$ cat src/rtl/pc_sequencer.sv
// Program-counter sequencer: req/done run control, programmable branch LUT, call/return stack.
// Control inputs take effect on prog_ctr at the next rising edge; stall freezes PC and stack.
module pc_sequencer #(
  parameter int D        = 10,
  parameter int LW       = 3,
  parameter int SD       = 4,
  parameter int REL      = 0,
  parameter int START_PC = 0,
  parameter int HALT_PC  = 128
) (
  input  logic          clk,
  input  logic          reset,
  input  logic          req,
  input  logic          stall,
  input  logic          branch,
  input  logic          call,
  input  logic          ret,
  input  logic          halt,
  input  logic [LW-1:0] lut_idx,
  input  logic          lut_wr_en,
  input  logic [LW-1:0] lut_wr_idx,
  input  logic [D-1:0]  lut_wr_data,
  output logic [D-1:0]  prog_ctr,
  output logic          busy,
  output logic          done,
  output logic          stack_err
);

  localparam int SPW = $clog2(SD + 1);
  localparam int IW  = (SD > 1) ? $clog2(SD) : 1;

  typedef enum logic [1:0] {IDLE = 2'd0, RUN = 2'd1, DONE = 2'd2} state_t;

  state_t         state, state_n;
  logic [D-1:0]   lut   [0:2**LW-1];
  logic [D-1:0]   stack [0:2**IW-1];
  logic [SPW-1:0] sp, sp_n;
  logic [D-1:0]   pc_n, pc_inc, target, lut_val, top;
  logic           err_n, push;
  logic [IW-1:0]  push_idx, top_idx;

  // Same-cycle LUT writes land on the edge, so reads here still see the old entry.
  assign lut_val  = lut[lut_idx];
  assign pc_inc   = prog_ctr + D'(1);
  assign target   = (REL != 0) ? prog_ctr + lut_val : lut_val;
  assign top_idx  = IW'(sp - SPW'(1));
  assign push_idx = IW'(sp);
  assign top      = stack[top_idx];

  assign busy = (state == RUN);
  assign done = (state == DONE);

  always_comb begin
    state_n = state;
    pc_n    = prog_ctr;
    sp_n    = sp;
    err_n   = stack_err;
    push    = 1'b0;
    case (state)
      IDLE, DONE: begin
        if (req) begin
          state_n = RUN;
          pc_n    = D'(START_PC);
          sp_n    = '0;
          err_n   = 1'b0;
        end
      end
      RUN: begin
        // Reaching HALT_PC completes even while stalled; a decoded halt does not.
        if (prog_ctr == D'(HALT_PC) || (halt && !stall)) begin
          state_n = DONE;
        end else if (!stall) begin
          if (ret) begin
            if (sp != '0) begin
              pc_n = top;
              sp_n = sp - SPW'(1);
            end else begin
              err_n = 1'b1;
              pc_n  = pc_inc;
            end
          end else if (call) begin
            if (sp != SPW'(SD)) begin
              push = 1'b1;
              sp_n = sp + SPW'(1);
              pc_n = target;
            end else begin
              err_n = 1'b1;
              pc_n  = pc_inc;
            end
          end else if (branch) begin
            pc_n = target;
          end else begin
            pc_n = pc_inc;
          end
        end
      end
      default: state_n = IDLE;
    endcase
  end

  always_ff @(posedge clk or negedge reset) begin
    if (!reset) begin
      state     <= IDLE;
      prog_ctr  <= '0;
      sp        <= '0;
      stack_err <= 1'b0;
    end else begin
      state     <= state_n;
      prog_ctr  <= pc_n;
      sp        <= sp_n;
      stack_err <= err_n;
    end
  end

  always_ff @(posedge clk) begin
    if (push) stack[push_idx] <= pc_inc;
  end

  always_ff @(posedge clk or negedge reset) begin
    if (!reset) begin
      for (int i = 0; i < 2**LW; i++) lut[i] <= '0;
    end else if (lut_wr_en) begin
      lut[lut_wr_idx] <= lut_wr_data;
    end
  end

endmodule

$ cat config.mk
export PLATFORM = sky130hd
export DESIGN_NAME = pc_sequencer
export DESIGN_NICKNAME = d
export VERILOG_FILES = /design/src/rtl/pc_sequencer.sv
export SDC_FILE = /design/constraint.sdc
export NUM_CORES = 1
export LEC_CHECK = 0
export CAP_MARGIN = 20
export CORE_AREA = 2 2 141 109
export DETAILED_ROUTE_END_ITERATION = 10
export DIE_AREA = 0 0 143 111
export PLACE_DENSITY = 0.58
export RECOVER_POWER = 100
export SLEW_MARGIN = 10
export SYNTH_ARGS = -nofsm -noshare
export SYNTH_HDL_FRONTEND = slang
export SYNTH_SLANG_ARGS = --single-unit
export TNS_END_PERCENT = 1
$ cat constraint.sdc
create_clock -name clk -period 4.85 [get_ports clk]
set_clock_uncertainty 0.05 [all_clocks]
set_input_delay 1.2125 -clock clk [delete_from_list [all_inputs] [get_ports clk]]
set_output_delay 1.2125 -clock clk [all_outputs]
set_load 0.02 [all_outputs]
==> results of run 1 <==
-- per-stage QoR --
stage	cell area (um2)	setup WS [ns]
after floorplan	6380	2.20
after global placement	6980	1.04
after CTS	7590	1.46
after global routing	7550	0.796
final	7550	1.05
after detailed placement	6980	1.02
-- layer usage --
metal	share of wire	vias up	track usage
met5	0	-	0
met4	0.013	0	0.0693
li1	-	1721	-
met1	0.49	2025	0.297
met2	0.45	78	0.278
met3	0.047	13	0.0475
-- layout by cell type, fill, tap and decap left out, drive strengths merged, types with 2 or more instances in the layout --
| master | n |
|---|---|
| nand4 | 5 |
| a221oi | 3 |
| inv | 13 |
| nand4b | 4 |
| a21o | 2 |
| a211oi | 2 |
| clkdlybuf4s50 | 18 |
| nor3 | 7 |
| o2bb2ai | 2 |
| xnor2 | 4 |
| xor2 | 5 |
| edfxtp | 40 |
| dfrtp | 96 |
| mux2i | 7 |
| a22o | 3 |
| nand2b | 3 |
| clkinv | 5 |
| nor2b | 8 |
| buf | 3 |
| o21ai | 18 |
| a211o | 4 |
| nand2 | 12 |
| and2 | 4 |
| ha | 7 |
| nor3b | 2 |
| a21oi | 7 |
| mux2 | 83 |
| o22a | 2 |
| a2111oi | 2 |
| and4 | 2 |
| bufinv | 2 |
| nor2 | 9 |
| nand3 | 7 |
| dlygate4sd3 | 18 |
| mux4 | 30 |
| clkbuf | 31 |
-- sequential cells by signal, summed over array words and instances (netlist names) --
register   flops
state          2
lut           80
stack_err      1
stack         40
prog_ctr      10
sp             3
-- power breakdown --
group | switching (uW) | internal, uW
Clock | 483 | 844
Combinational | 500 | 484
Sequential | 186 | 1430
Total | 1170 | 2760
-- path summary, 6_finish.rpt --
| kind | to |
|---|---|
| min in group asynchronous | lut[66]$_DFFE_PN0P_ |
| hold reg to reg | lut[24]$_DFFE_PN0P_ |
| setup reg to reg | stack[2][4]$_DFFE_PP_ |
| setup / recovery | prog_ctr[5]$_DFFE_PN0P_ |
| hold / removal | lut[24]$_DFFE_PN0P_ |
| max in group asynchronous | prog_ctr[8]$_DFFE_PN0P_ |
-- worst max-delay path, cell delays in order --
cell and delay, ns:
dlygate4sd3_1 0.89, clkbuf_1 0.76, mux4_1 0.64, mux2i_1 0.15, nor2_1 0.06, a221oi_1 0.20, o21ai_0 0.12
-- area by class of cell --
class | instances | area, um2 | share of cell area
Sequential cell | 136 | 3600 | 0.477
Multi-Input combinational cell | 255 | 2610 | 0.346
Clock buffer | 22 | 507 | 0.0671
Timing Repair Buffer | 48 | 418 | 0.0554
Tap cell | 205 | 256 | 0.0340
Clock inverter | 10 | 111 | 0.0147
Inverter | 11 | 41.3 | 0.00547
-- logic make-up after synthesis --
family	Yosys count	synth area share
and+or+nand+nor	65	0.0594
muxes	120	0.267
DFF	136	0.565
xor gates and xnor gates	9	0.0123
adders and majority gates	7	0.0137
buffers and inverters	29	0.0245
AOI/OAI and AO/OA	54	0.0580
==> metrics.yaml, run 1 <==
clocking:
  cts_tree: "yes"
  clock_latency_ns: 0.42
  hold_buffers: 0
  clk_pin_slew_worst_paths_ns: 0.06
  cts_setup_buffers: 0
  cts_buffer_depth: 2
  postCtsResizedCells: 0
  clkSinkCount: 136
  clockRootBuffer: "clkbuf_16"
  cts_buffers: 17
  htree_levels: 4
synthesis:
  synth_async_sr_flop_share: 0.706
  ys_seq_elements: 136
  syn_nets: 452
  synth_area_leaders: "dfrtp_1, edfxtp_1, mux2_2"
  yosys.area.top_type: "dfrtp_1"
  ys.flop_type: "dfrtp_1"
  syn_area_um2: 6380
  yosys_warnings: 0
  synth_common_cells: "dfrtp_1, mux2_2, edfxtp_1"
  synth_cell_types: 51
  yosysMostFrequentCell: "dfrtp_1"
  synth_top_area_frac: 0.376
  synth.avg_cell_area_um2: 15.2
  yosysSeqAreaShare: 0.565
  synth_edf_count: 40
  synthCells: 420
timing:
  min_period_ns: 3.80
  hold_violations: 0
  setup_viol: 0
  maxSlewHeadroom: -0.0994
  post-route-period-util: 0.783
  tightestPinTransition_ns: 1.65
  fmax_mhz: 263
  rsz0062_at_grt: "no"
  timing.hold.ws_ns: 0.447
  drv_slew: 66
  fin_tns_setup_ns: 0
power:
  design_power_total_uw: 3930
  vdd_drop_max_uv: 247
  p_per_area_nw_per_um2: 521
  p_leak_uw: 0.00300
global_routing:
  grt_max_degree: 66
  grt_pass1_wl_um: 22700
  grt_pass1_vias: 3930
  globalRoute.totalOverflow: 0
  grt_usage: 0.197
  grt_antenna_before_repair: 0
run_status:
  violations: "capacitance limit, slew limit"
  status: "complete, but fails checks"
routing:
  drt_pass1_iterations: 4
  drc_errors: 0
  initialDrtViolationCount: 268
  wl_per_cell_um: 20.9
  routed_via_density: 5.59
  vias: 3837
  drt-total-wl_um: 14400
  drtAntennaViolNets: 0
worst_setup_path:
  cp-startpoint: "lut_idx[0]"
  end_kind: "flop"
  reg2reg_slack_ns: 1.72
  rr_startpoint: "sp[0]$_DFFE_PN0P_"
  cp.required_ns: 5.09
  worstPathMaxFanout: 12
  path_class: "input port to flop"
  cp.arrival_ns: 4.04
  worstSetupStartpointType: "input port"
  r2r_cells: 5
final_layout:
  finalNonFillerCells: 687
  nNetsFinal: 501
  nFillCells: 1227
  post-route-util: 0.514
  antenna_cells: 0
  syn_to_final_growth_pct: 18.3
  drive_above_1_share: 0.301
placement:
  placed_cells: 654
  dp_hpwl_um: 9440
  gp_congestion: 0.754
  numPortBuffers: 37
floorplan:
  ios: 38
  initial_utilization: 0.435
  dieHeight_um: 111
  die_area_um2: 15900
  core_area_um2: 14700
  die_x_um: 143
  rows: 39
min_path:
  hold-path-cell-count: 1
  holdCritStartpoint: "lut[24]$_DFFE_PN0P_"
  hold_path.class: "flop to flop"
job:
  drv_cap: 1
Power figures use the tool's default switching activity.
==> run 2, diff against run 1 <==
==> constraint.sdc (replaced) <==
create_clock -name clk -period 3.6 [get_ports clk]
set_clock_uncertainty 0.05 [all_clocks]
set_input_delay 0.9 -clock clk [delete_from_list [all_inputs] [get_ports clk]]
set_output_delay 0.9 -clock clk [all_outputs]
set_load 0.02 [all_outputs]
==> metrics.yaml, run 2 (same netlist as run 1, synthesis figures left out) <==
timing:
  drv_slew: 0  # -100%
  maxSlewHeadroom: 0.112  # +0.211
  timing.hold.ws_ns: 0.449  # +0.00172 ns
  setup_viol: 0  # unchanged
  post-route-period-util: 0.843
  min_period_ns: 3.04
  fin_tns_setup_ns: 0  # unchanged
  rsz0062_at_grt: "no"
  tightestPinTransition_ns: 1.33  # -0.317 ns
  hold_violations: 0  # unchanged
  fmax_mhz: 329
global_routing:
  grt_max_degree: 53  # -20%
  grt_pass1_wl_um: 23700  # +4.0%
  grt_pass1_vias: 4028  # +2.5%
  grt_usage: 0.200  # +0.00361
  globalRoute.totalOverflow: 0  # unchanged
  grt_antenna_before_repair: 0  # unchanged
worst_setup_path:
  cp.arrival_ns: 2.09  # -1.95 ns
  cp.required_ns: 2.65  # -2.44 ns
  end_kind: "primary output"
  worstPathMaxFanout: 10  # -2
  worstSetupStartpointType: "flop"
  path_class: "flop to primary output"
final_layout:
  nFillCells: 1235  # +0.65%
  seqCellArea_um2: 3600  # unchanged
  final_common_cell: "dfrtp_1"
  largest_register_ffs: 80  # unchanged
  syn_to_final_growth_pct: 19.9
  layout_common_cells: "dfrtp_1, mux2_2, edfxtp_1, mux4_2, clkdlybuf4s50_1"
  top_regs: "lut x80, stack x40, prog_ctr x10"
  top_register: "lut"
  drive_above_1_share: 0.307  # +0.00640
  multi_input_area_um2: 2610  # -0.24%
  nNetsFinal: 517  # +3.2%
  antenna_cells: 0  # unchanged
clocking:
  clockRootBuffer: "clkbuf_16"
  cts_tree: "yes"
  postCtsResizedCells: 0  # unchanged
  cts_buffer_depth: 2  # unchanged
  clk_pin_slew_worst_paths_ns: 0.06  # about the same
  htree_levels: 4  # unchanged
  clkSinkCount: 136  # unchanged
  cts_buffers: 17  # unchanged
  hold_buffers: 0  # unchanged
  clock_latency_ns: 0.41  # about the same
  cts_setup_buffers: 0  # unchanged
floorplan:
  ios: 38  # unchanged
  die_x_um: 143  # unchanged
  rows: 39  # unchanged
  die_area_um2: 15900  # unchanged
  dieHeight_um: 111  # unchanged
  core_area_um2: 14700  # unchanged
  initial_utilization: 0.435  # unchanged
routing:
  initialDrtViolationCount: 228  # -15%
  wl_per_cell_um: 20.9  # about the same
  drtAntennaViolNets: 0  # unchanged
  vias: 3919  # +2.1%
  routed_via_density: 5.57  # -0.19%
  drc_errors: 0  # unchanged
  drt-total-wl_um: 14700  # +2.4%
  drt_pass1_iterations: 5  # +1
power:
  vdd_drop_max_uv: 303  # +22%
  p_leak_uw: 0.00305  # +2.0%
  p_per_area_nw_per_um2: 708  # +36%
placement:
  numPortBuffers: 37  # unchanged
  gp_congestion: 0.808  # +7.1%
  dp_hpwl_um: 10000  # +6.4%
job:
  drv_cap: 0  # -1
min_path:
  hold_path.class: "flop to flop"
run_status:
  status: "completed"
-- run 2: cell types whose count changed in the layout (fill, tap and decap cells not counted), moves of 2 or more --
| cell | before | now |
|---|---|---|
| clkinv_2 | 4 | 2 |
| clkbuf_8 | 2 | 4 |
| buf_4 | 3 | 10 |
| clkbuf_1 | 9 | 17 |
-- run 2: per-stage QoR --
step                      instance area [um2]  setup slack [ns]   util  power [uW]  std cells
after floorplan                          6380              1.15      -        3070        420
after global placement                   7110             0.414  0.484        3580        670
after detailed placement                 7110             0.392  0.484        3610        670
after CTS                                7750             0.654  0.528        5480        702
after global routing                     7650             0.395  0.521        5680        703
final                                    7650             0.564  0.521        5420        703
-- run 2: report_power, final --
group,switching [uW],internal (uW)
clock,644,1210
sequential,222,1930
combinational,740,673
total,1610,3820
-- run 2: worst paths after layout --
kind,start,end,slack (ns),cells after the start
max,state[1]$_DFFE_PN0P_,busy,0.56,3
min,lut[69]$_DFFE_PN0P_,lut[69]$_DFFE_PN0P_,0.45,1
max reg2reg,state[1]$_DFFE_PN0P_,stack[1][4]$_DFFE_PP_,0.73,6
min reg2reg,lut[69]$_DFFE_PN0P_,lut[69]$_DFFE_PN0P_,0.45,1
max in group asynchronous,reset,prog_ctr[4]$_DFFE_PN0P_,1.21,2
min in group asynchronous,reset,lut[36]$_DFFE_PN0P_,0.72,1
-- run 2: layer usage --
layer | wire length (um) | track usage
met5 | 0 | 0
met4 | 150 | 0.0488
met3 | 712 | 0.0587
met2 | 6670 | 0.288
met1 | 7180 | 0.300
-- run 2: final cells by class --
cell class,instances,area share
clock buffers,23,0.0665
clock inverters,9,0.0173
inverters,11,0.00539
multi-input cells,255,0.340
flip-flops and latches,136,0.471
well taps,205,0.0335
repair buffers,64,0.0660
-- run 2: critical path: stages, from the launching register on --
cell,delay (ns)
dfrtp_1,0.38
nand2b_1,0.32
inv_1,0.32
clkdlybuf4s50_1,0.66
==> run 3, diff against run 2 <==
==> constraint.sdc (replaced) <==
create_clock -name clk -period 2.9 [get_ports clk]
set_clock_uncertainty 0.05 [all_clocks]
set_input_delay 0.725 -clock clk [delete_from_list [all_inputs] [get_ports clk]]
set_output_delay 0.725 -clock clk [all_outputs]
set_load 0.02 [all_outputs]
==> metrics.yaml, run 3 (same netlist as run 1, synthesis figures left out) <==
routing:
  drtAntennaViolNets: 0  # unchanged
  vias: 3936  # +0.43%
  initialDrtViolationCount: 251  # +10%
  wl_per_cell_um: 20.4  # -2.5%
  drc_errors: 0  # unchanged
  drt-total-wl_um: 14400  # -1.8%
  routed_via_density: 5.56  # -0.28%
  drt_pass1_iterations: 4  # -1
timing:
  min_period_ns: 2.67
  post-route-period-util: 0.922
  setup_viol: 0  # unchanged
  drv_slew: 0  # unchanged
  tightestPinTransition_ns: 1.19  # -0.142 ns
  rsz0062_at_grt: "no"
  maxSlewHeadroom: 0.207  # +0.0947
  fmax_mhz: 374
  timing.hold.ws_ns: 0.444  # -0.00521 ns
  hold_violations: 0  # unchanged
clocking:
  cts_buffers: 17  # unchanged
  clock_latency_ns: 0.42  # about the same
  cts_buffer_depth: 2  # unchanged
  clk_pin_slew_worst_paths_ns: 0.06  # about the same
  cts_setup_buffers: 0  # unchanged
  htree_levels: 4  # unchanged
  postCtsResizedCells: 0  # unchanged
  clkSinkCount: 136  # unchanged
  hold_buffers: 0  # unchanged
  cts_tree: "yes"
  clockRootBuffer: "clkbuf_16"
final_layout:
  largest_register_ffs: 80  # unchanged
  final_area_um2: 7680  # +0.28%
  nNetsFinal: 522  # +0.97%
  top_register: "lut"
  layout_common_cells: "dfrtp_1, mux2_2, edfxtp_1, mux4_2, clkdlybuf4s50_1"
  antenna_cells: 0  # unchanged
  drive_above_1_share: 0.330  # +0.0228
  top_regs: "lut x80, stack x40, prog_ctr x10"
  syn_to_final_growth_pct: 20.3
  final_common_cell: "dfrtp_1"
job:
  drv_cap: 0  # unchanged
floorplan:
  die_x_um: 143  # unchanged
  core_area_um2: 14700  # unchanged
  rows: 39  # unchanged
  ios: 38  # unchanged
  dieHeight_um: 111  # unchanged
  initial_utilization: 0.435  # unchanged
  die_area_um2: 15900  # unchanged
power:
  cell_internal_pwr_uw: 4540  # +19%
  p_clk_frac: 0.318  # -0.024
  vdd_drop_max_uv: 430  # +42%
  switching_share: 0.303  # +0.00670
  p_leak_uw: 0.00308  # +0.81%
  design_power_total_uw: 6510  # +20%
  pwr-share-comb: 0.274  # +0.013
  p_sw_uw: 1970  # +23%
  p_per_area_nw_per_um2: 848  # +20%
  seq_power_share: 0.408  # +0.011
global_routing:
  grt_antenna_before_repair: 0  # unchanged
  globalRoute.totalOverflow: 0  # unchanged
  grt_max_degree: 54  # +1.9%
  grt_usage: 0.196  # -0.00491
  grt_pass1_wl_um: 22900  # -3.1%
  grt_pass1_vias: 4067  # +0.97%
worst_setup_path:
  worstPathMaxFanout: 8  # -2
  cp.arrival_ns: 2.93  # +0.84 ns
  path_class: "input port to flop"
  worstSetupStartpointType: "input port"
  end_kind: "flop"
  cp.required_ns: 3.16  # +0.51 ns
placement:
  place_area_um2: 7220  # +1.5%
  gp_congestion: 0.802  # -0.74%
  dp_hpwl_um: 9940  # -1.0%
  numPortBuffers: 37  # unchanged
min_path:
  hold_path.class: "flop to flop"
run_status:
  status: "completed"
-- run 3: changes by cell type in the layout (fill, tap and decap cells not counted), sizes merged --
cell / previous run / this run
inv: 14 / 12
clkdlybuf4s50: 19 / 20
clkinvlp: 0 / 1
bufinv: 3 / 1
buf: 10 / 19
dlygate4sd3: 17 / 16
clkbuf: 41 / 35
clkinv: 3 / 8
-- run 3: metal layers --
metal | vias up | wire length, um | track usage
met4 | 0 | 192 | 0.0587
met5 | - | 0 | 0
met1 | 2041 | 6740 | 0.284
li1 | 1766 | - | -
met2 | 114 | 6750 | 0.292
met3 | 15 | 761 | 0.0497
-- run 3: power groups by stage --
stage	clock [uW]	sequential, uW	combinational, uW
3_3_place_gp	0	2680	1790
5_1_grt	2210	2700	1940
6_report	2070	2660	1780
2_1_floorplan	0	2690	1120
3_5_place_dp	0	2690	1830
4_1_cts	2120	2660	1840
-- run 3: final timing paths --
kind / slack [ns] / cells past startpoint / end / startpoint
max in group asynchronous: 1.43 / 2 / lut[64]$_DFFE_PN0P_ / reset
min in group asynchronous: 0.50 / 1 / lut[66]$_DFFE_PN0P_ / reset
worst min register to register: 0.44 / 1 / lut[24]$_DFFE_PN0P_ / lut[24]$_DFFE_PN0P_
worst max-delay path: 0.23 / 7 / prog_ctr[6]$_DFFE_PN0P_ / lut_idx[0]
worst min-delay path: 0.44 / 1 / lut[24]$_DFFE_PN0P_ / lut[24]$_DFFE_PN0P_
worst max register to register: 0.37 / 5 / prog_ctr[9]$_DFFE_PN0P_ / prog_ctr[3]$_DFFE_PN0P_
-- run 3: stage by stage --
stage                     std cells  TNS, ns  worst slack, ns  utilization
after CTS                       708        0            0.288        0.531
after floorplan                 420        0            0.448            -
after global routing            708        0            0.125        0.523
after detailed placement        676   -0.170           -0.140        0.491
final                           708        0            0.226        0.523
after global placement          676  -0.0805          -0.0805        0.491
-- run 3: critical path: stages --
cell and delay, ns:
dlygate4sd3_1 0.63, buf_4 0.21, clkbuf_2 0.30, mux4_2 0.55, mux2i_1 0.20, o21ai_0 0.13, o22a_1 0.18
-- run 3: final cells by class --
class / instances / area (um2)
timing repair buffer: 69 / 587
clock buffer: 21 / 482
clock inverter: 11 / 95.1
tap: 205 / 256
inverter: 11 / 41.3
fill: 1257 / 7010
multi-input combinational: 255 / 2610
sequential: 136 / 3600
